<file path="config.mk">
export PLATFORM = sky130hd
export DESIGN_NAME = ofdm_rx_frame_sequencer
export DESIGN_NICKNAME = d
export VERILOG_FILES = /design/src/rtl/ofdm_rx_frame_sequencer.sv
export SDC_FILE = /design/constraint.sdc
export NUM_CORES = 1
export LEC_CHECK = 0
export ABC_AREA = 1
export CAP_MARGIN = 20
export CORE_MARGIN = 2
export CORE_UTILIZATION = 57
export CTS_CLUSTER_SIZE = 12
export DETAILED_ROUTE_END_ITERATION = 7
export GPL_ROUTABILITY_DRIVEN = 0
export PLACE_DENSITY = 0.8
export SLEW_MARGIN = 30
export SYNTH_ARGS = -nofsm -noshare
export SYNTH_HDL_FRONTEND = slang
export SYNTH_SLANG_ARGS = --single-unit
</file>
<file path="constraint.sdc">
create_clock -name Clk -period 2 [get_ports Clk]
set_input_delay 0.5 -clock Clk [delete_from_list [all_inputs] [get_ports Clk]]
set_output_delay 0.5 -clock Clk [all_outputs]
set_load 0.05 [all_outputs]
</file>
<file path="src/rtl/ofdm_rx_frame_sequencer.sv">
// Receive-side frame sequencer: arms frame detection, walks a packet through
// LTS / SIGNAL / DATA by counting valid samples, then re-arms after a guard gap.
module ofdm_rx_frame_sequencer #(
   parameter int unsigned SYM_LEN     = 80,
   parameter int unsigned LTS_LEN     = 160,
   parameter int unsigned SIG_TIMEOUT = 256,
   parameter int unsigned GUARD_CYC   = 16
) (
   input  logic       Clk,
   input  logic       Rst,
   input  logic       SampleValid,
   input  logic       FrameFinded,
   input  logic       SignalValid,
   input  logic       SignalParityOk,
   input  logic [7:0] SymbolCount,
   output logic       FrameDetectionEnable,
   output logic       DataBufferOutputEnable,
   output logic [1:0] Phase,
   output logic       SymbolStart,
   output logic [7:0] SymbolIndex,
   output logic       FrameDone,
   output logic       FrameAbort
);

   localparam int unsigned SCNT_W = $clog2((LTS_LEN > SYM_LEN) ? LTS_LEN : SYM_LEN);
   localparam int unsigned CCNT_W = $clog2((SIG_TIMEOUT > GUARD_CYC) ? SIG_TIMEOUT : GUARD_CYC);

   localparam logic [2:0] IDLE     = 3'd0;
   localparam logic [2:0] SEARCH   = 3'd1;
   localparam logic [2:0] LTS      = 3'd2;
   localparam logic [2:0] SIGNAL   = 3'd3;
   localparam logic [2:0] WAIT_SIG = 3'd4;
   localparam logic [2:0] DATA     = 3'd5;
   localparam logic [2:0] GUARD    = 3'd6;

   logic [2:0]        state, state_nx;
   logic [SCNT_W-1:0] scnt, scnt_nx;
   logic [CCNT_W-1:0] ccnt, ccnt_nx;
   logic [7:0]        remaining, remaining_nx;
   logic [7:0]        idx_nx;
   logic              start_nx, done_nx, abort_nx;
   logic              fde_nx, dboe_nx;
   logic [1:0]        phase_nx;

   // Next-state, counter and next-output logic; outputs follow the next state.
   always_comb begin
      state_nx     = state;
      scnt_nx      = scnt;
      ccnt_nx      = ccnt;
      remaining_nx = remaining;
      idx_nx       = SymbolIndex;
      start_nx     = 1'b0;
      done_nx      = 1'b0;
      abort_nx     = 1'b0;
      case (state)
         IDLE: state_nx = SEARCH;
         SEARCH: begin
            if (FrameFinded) begin
               state_nx = LTS;
               scnt_nx  = '0;
            end
         end
         LTS: begin
            if (SampleValid) begin
               if (scnt == SCNT_W'(LTS_LEN - 1)) begin
                  state_nx = SIGNAL;
                  scnt_nx  = '0;
               end else begin
                  scnt_nx = scnt + 1'b1;
               end
            end
         end
         SIGNAL: begin
            if (SampleValid) begin
               start_nx = (scnt == '0);
               if (scnt == SCNT_W'(SYM_LEN - 1)) begin
                  state_nx = WAIT_SIG;
                  scnt_nx  = '0;
                  ccnt_nx  = '0;
               end else begin
                  scnt_nx = scnt + 1'b1;
               end
            end
         end
         WAIT_SIG: begin
            // A decode arriving on the final timeout cycle still wins.
            if (SignalValid) begin
               if (SignalParityOk && (SymbolCount != 8'd0)) begin
                  state_nx     = DATA;
                  remaining_nx = SymbolCount;
                  idx_nx       = 8'd0;
                  scnt_nx      = '0;
               end else begin
                  state_nx = GUARD;
                  abort_nx = 1'b1;
                  ccnt_nx  = '0;
               end
            end else if (ccnt == CCNT_W'(SIG_TIMEOUT - 1)) begin
               state_nx = GUARD;
               abort_nx = 1'b1;
               ccnt_nx  = '0;
            end else begin
               ccnt_nx = ccnt + 1'b1;
            end
         end
         DATA: begin
            if (SampleValid) begin
               start_nx = (scnt == '0);
               if (scnt == SCNT_W'(SYM_LEN - 1)) begin
                  scnt_nx = '0;
                  if (remaining == 8'd1) begin
                     state_nx     = GUARD;
                     done_nx      = 1'b1;
                     idx_nx       = 8'd0;
                     remaining_nx = 8'd0;
                     ccnt_nx      = '0;
                  end else begin
                     idx_nx       = SymbolIndex + 8'd1;
                     remaining_nx = remaining - 8'd1;
                  end
               end else begin
                  scnt_nx = scnt + 1'b1;
               end
            end
         end
         GUARD: begin
            if (ccnt == CCNT_W'(GUARD_CYC - 1)) begin
               state_nx = SEARCH;
            end else begin
               ccnt_nx = ccnt + 1'b1;
            end
         end
         default: state_nx = IDLE;
      endcase

      fde_nx  = (state_nx == SEARCH);
      dboe_nx = (state_nx == LTS) || (state_nx == SIGNAL) || (state_nx == DATA);
      case (state_nx)
         LTS:     phase_nx = 2'd1;
         SIGNAL:  phase_nx = 2'd2;
         DATA:    phase_nx = 2'd3;
         default: phase_nx = 2'd0;
      endcase
   end

   // State, counters and registered outputs.
   always_ff @(posedge Clk or posedge Rst) begin
      if (Rst) begin
         state                  <= IDLE;
         scnt                   <= '0;
         ccnt                   <= '0;
         remaining              <= 8'd0;
         FrameDetectionEnable   <= 1'b0;
         DataBufferOutputEnable <= 1'b0;
         Phase                  <= 2'd0;
         SymbolStart            <= 1'b0;
         SymbolIndex            <= 8'd0;
         FrameDone              <= 1'b0;
         FrameAbort             <= 1'b0;
      end else begin
         state                  <= state_nx;
         scnt                   <= scnt_nx;
         ccnt                   <= ccnt_nx;
         remaining              <= remaining_nx;
         FrameDetectionEnable   <= fde_nx;
         DataBufferOutputEnable <= dboe_nx;
         Phase                  <= phase_nx;
         SymbolStart            <= start_nx;
         SymbolIndex            <= idx_nx;
         FrameDone              <= done_nx;
         FrameAbort             <= abort_nx;
      end
   end

endmodule

</file>
Word-level counts from Yosys, hierarchy flattened
Cells that the tools add are included.
- register bits after elaboration: 42
- bits of input ports: 14
- output and inout port bits: 15
- reductions and logical operators: 13
- multiplexer cells: 52
- add/sub/neg operators: 4
- equality and inequality tests: 27
- operators with widths (kind ; count):
    $mux W8 ; 24
    $pmux W8 S4 ; 2
    $mux W3 ; 11
    $pmux W8 S2 ; 2
    $add A8 B1 Y8 const B ; 3
    $pmux W3 S7 ; 1
    $ne A2 B2 Y1 const B ; 10
    $eq A8 B8 Y1 const B ; 2
    $eq A3 B2 Y1 const B ; 4
    $eq A3 B3 Y1 const B ; 4
    $mux W1 ; 10
    $eq A8 B1 Y1 const B ; 1
    $eq A8 B4 Y1 const B ; 1
    $eq A8 B7 Y1 const B ; 1
    $logic_not A8 Y1 ; 1
    $reduce_and A8 Y1 ; 1
    $reduce_bool A4 Y1 ; 2
    $reduce_bool A8 Y1 ; 1
    $sub A8 B1 Y8 const B ; 1
    $eq A3 B1 Y1 const B ; 2
    $pmux W2 S3 ; 1
    $reduce_and A6 Y1 ; 1
    $reduce_and A5 Y1 ; 1
    $logic_not A3 Y1 ; 1
    7 further kinds ; 8

Longest topological paths before layout
- word-level depth: 8
- gate-level depth with buffers: 12
- mapped depth without buffers: 12

Worst setup path after synthesis
Ideal clock, no wire load.
- kind: flip-flop to flip-flop
- start point: reg scnt[0]
- end point: reg SymbolIndex[2]
- buffers on the path: 2
- cell stages (with the launch flop): 11
- setup slack: 0.398 ns
- library setup time: 0.126 ns
- arrival: 1.476 ns
- cells stage by stage: dfrtp_1 > ha_1 > nand3_1 > inv_1 > nand4_1 > nand2_1 > nand3_2 > buf_6 > buf_6 > nand2_1 > o31ai_1
- word-level cells in the longest chain between the ends: 3
- RTL lines (what ; RTL line ; text):
    start, declared ; 37 ; logic [SCNT_W-1:0] scnt, scnt_nx;
    start signal, assigned ; 162 ; scnt <= scnt_nx;
    $eq A8 B7 Y1 ; 109 ; if (scnt == SCNT_W'(SYM_LEN - 1)) begin
    $ne A2 B2 Y1 (no line) ; n/a ;
    $reduce_and A5 Y1 (no line) ; n/a ;
    end signal, assigned ; 169 ; SymbolIndex <= idx_nx;
    end, declared ; 20 ; output logic [7:0] SymbolIndex,
No other way between the ends.
A chain may end at the register's enable or synchronous reset.

Final worst setup path
- start point: reg FrameDone
- end point: out FrameDone
- RTL lines (what ; RTL line ; text):
    start, declared ; 21 ; output logic FrameDone,
    start signal, assigned ; 170 ; FrameDone <= done_nx;
No word-level cell between the ends.

==> flow_metrics.env <==
export IMPL_wire_per_inst_um=12.78
export IMPL_finalHoldViolCount=0
export IMPL_cts_root_buf="clkbuf_8"
export IMPL_crit_buf_inv=1
export IMPL_clk_pin_slew_ns=0.08
export IMPL_dp_slack_ns=-0.1045
export IMPL_hold_path_class="reg -> reg"
export IMPL_arrival_ns=1.42
export IMPL_grt_antenna_before_repair=0
export IMPL_syn_cell_area_um2=2748
export IMPL_io_buffers=28
export IMPL_vdd_drop_max_uv=515.8
export IMPL_syn_area_per_cell_um2=7.118
export IMPL_crit_required_ns=1.50
export IMPL_rows=25
export IMPL_drc=0
export IMPL_core_area_um2=4692
export IMPL_crit_chain="clkdlybuf4s50_1"
export IMPL_placed_area_um2=3158
export IMPL_end_kind="output pin"
export IMPL_ys_top_cells_by_area="dfrtp_1 38%, nand2_1 14%, nand3_1 8.0%"
export IMPL_ys_seq_area_share_pct=38.25
export IMPL_drt_iter0_drc=172
export IMPL_crit_slowest_cell="clkdlybuf4s50_1"
export IMPL_fmax_mhz=520.1
export IMPL_yosysTopAreaCellShare_pct=38.25
export IMPL_final_common_cell="nand2_1"
export IMPL_period_share_pct=96.14
export IMPL_fin_nets=449
export IMPL_vias=2659
export IMPL_startpoint_type="flop"
export IMPL_cts_repair_resized=0
export IMPL_hpwl_um=4557
export IMPL_setup_viol=0
export IMPL_firstDrtPassIters=5
export IMPL_yosys_area_top_type="dfrtp_1"
export IMPL_grt_usage_pct=24.75
export IMPL_grt_setup_unrepaired="no"
export IMPL_regArea_um2=1051
export IMPL_ant_nets=0
export IMPL_final_cell_mix="104 x nand2_1, 49 x inv_1, 44 x nand3_1"
export IMPL_max_slew_worst_pin_slew_ns=0.4927
export IMPL_slew_headroom_pct=67.05
export IMPL_pin_count=29
export IMPL_ys_ff_latch=42
export IMPL_yosys_warnings=0
export IMPL_fp_dieW_um=73.43
export IMPL_cts_max_level=2
export IMPL_post_cts_buffers=0
export IMPL_ctsHoldBuffers=0
export IMPL_final_setup_worst_slack_ns=0.07718
export IMPL_die_area_um2=5392
export IMPL_grt_max_degree=43
export IMPL_fin_skew_ns=0.009372
export IMPL_drt_total_wl_um=6186
export IMPL_critPathTopFamily="buffers and inverters"
export IMPL_drv_slew=0
export IMPL_worstSetupPathType="reg -> out"
export IMPL_overflow=0
export IMPL_crit_fanout=1
export IMPL_fillCellCount=394
export IMPL_finalCriticalPeriod_ns=1.923
export IMPL_power_density_nw_per_um2=830.1
export IMPL_drive_gt1_share_pct=12.33
export IMPL_diodes=0
export IMPL_syn_nets=406
export IMPL_p_leak_nw=1.645
export IMPL_grt_pass1_wl_um=10380
export IMPL_synthCells=386
export IMPL_design_area_um2=3271
export IMPL_clock_latency_ns=0.30
export IMPL_cts_tree="yes"
export IMPL_clock_sinks=42
export IMPL_die_height_um=73.43
export IMPL_ys_types=34
export IMPL_via_per_inst=5.494
export IMPL_syn_to_final_growth_pct=19.03
export IMPL_start_util_pct=58.56
export IMPL_clockBufferDepth=2
export IMPL_critical_path_max_stage_delay_ns=0.79
export IMPL_cts_made_buffers=5
export IMPL_maxCapViolCount=0
export IMPL_status="complete, no violations"
export IMPL_grt_pass1_vias=2433
export IMPL_multi_input_area_um2=1441
## layer usage
metal | share of wire (%) | routed length [µm] | vias up | track usage (%)
li1 | - | - | 1344 | -
met1 | 44 | 2740 | 1224 | 30.50
met5 | 0 | 0 | - | 0
met4 | 2.2 | 138 | 0 | 10.30
met2 | 49 | 3011 | 80 | 42.64
met3 | 4.8 | 296 | 11 | 4.390
## flip-flops by register name, summed over array words and instances, names as in the netlist
signal and count:
scnt 8, DataBufferOutputEnable 1, FrameDetectionEnable 1, state 3, SymbolStart 1, FrameAbort 1
Phase 2, ccnt 8, FrameDone 1, SymbolIndex 8, remaining 8
## metrics by stage
| step | cells | total power, mW | hold slack [ns] | setup TNS [ns] | util (%) |
|---|---|---|---|---|---|
| floorplan | 386 | 1.761 | 0.4550 | 0 | - |
| global placement | 476 | 2.051 | 0.4670 | -0.3025 | 67.31 |
| detailed placement | 476 | 2.064 | 0.4810 | -0.2940 | 67.31 |
| CTS | 484 | 2.742 | 0.5007 | 0 | 69.65 |
| global route | 484 | 2.880 | 0.5212 | 0 | 69.71 |
| finish | 484 | 2.715 | 0.4996 | 0 | 69.71 |
## path summary, 6_finish.rpt
kind,start,end,slack (ns),cells past startpoint
min in group asynchronous,Rst,SymbolIndex[7],0.55,3
max in group asynchronous,Rst,ccnt[4],1.23,3
setup reg to reg,scnt[0],remaining[5],0.16,9
hold reg to reg,remaining[1],remaining[1],0.50,2
hold / removal,remaining[1],remaining[1],0.50,2
setup / recovery,FrameDone,FrameDone,0.08,1
## synthesized netlist by cell type
| master | n |
|---|---|
| nand2_4 | 1 |
| nand2_2 | 3 |
| nor3_1 | 4 |
| a21oi_4 | 1 |
| nor2_1 | 32 |
| a21o_1 | 1 |
| and3_1 | 1 |
| o2111ai_1 | 1 |
| o31ai_1 | 3 |
| nand2_1 | 105 |
| buf_6 | 3 |
| o21a_1 | 2 |
| buf_2 | 2 |
| ha_1 | 6 |
| inv_1 | 50 |
| nand3_1 | 44 |
| xnor2_1 | 3 |
| nor3_4 | 1 |
| clkbuf_1 | 1 |
| o21ai_0 | 26 |
| and3_2 | 1 |
| nand3b_1 | 1 |
| nor2_2 | 1 |
| o211ai_1 | 2 |
| dfrtp_1 | 42 |
| o21ai_2 | 3 |
| nand4_1 | 11 |
| xor2_1 | 6 |
| inv_2 | 6 |
| mux2i_1 | 1 |
| nand3_2 | 4 |
| a21oi_1 | 11 |
| o21ai_1 | 6 |
| nor2_4 | 1 |
## where the power goes
| group | switching, mW | internal (mW) |
|---|---|---|
| Combinational | 0.668 | 0.369 |
| Clock | 0.292 | 0.372 |
| Sequential | 0.0769 | 0.936 |
## area by class of cell
type / count / area share [%]
inverter: 56 / 6.427
timing repair buffer: 42 / 11.94
sequential: 42 / 32.13
clock buffer: 6 / 2.219
multi-input combinational: 282 / 44.07
clock inverter: 2 / 1.148
tap: 54 / 2.066
## kinds of logic after synthesis
group	after synthesis	share of synthesized area [%]
flip-flops	42	38.25
multiplexers	1	0.3643
buffers and inverters	62	9.380
adder cells (fa/ha/maj)	6	2.732
AND/OR/NAND/NOR	210	34.52
AO/OA/AOI/OAI	56	11.89
XOR/XNOR	9	2.869
(Power assumes the default switching activity.)
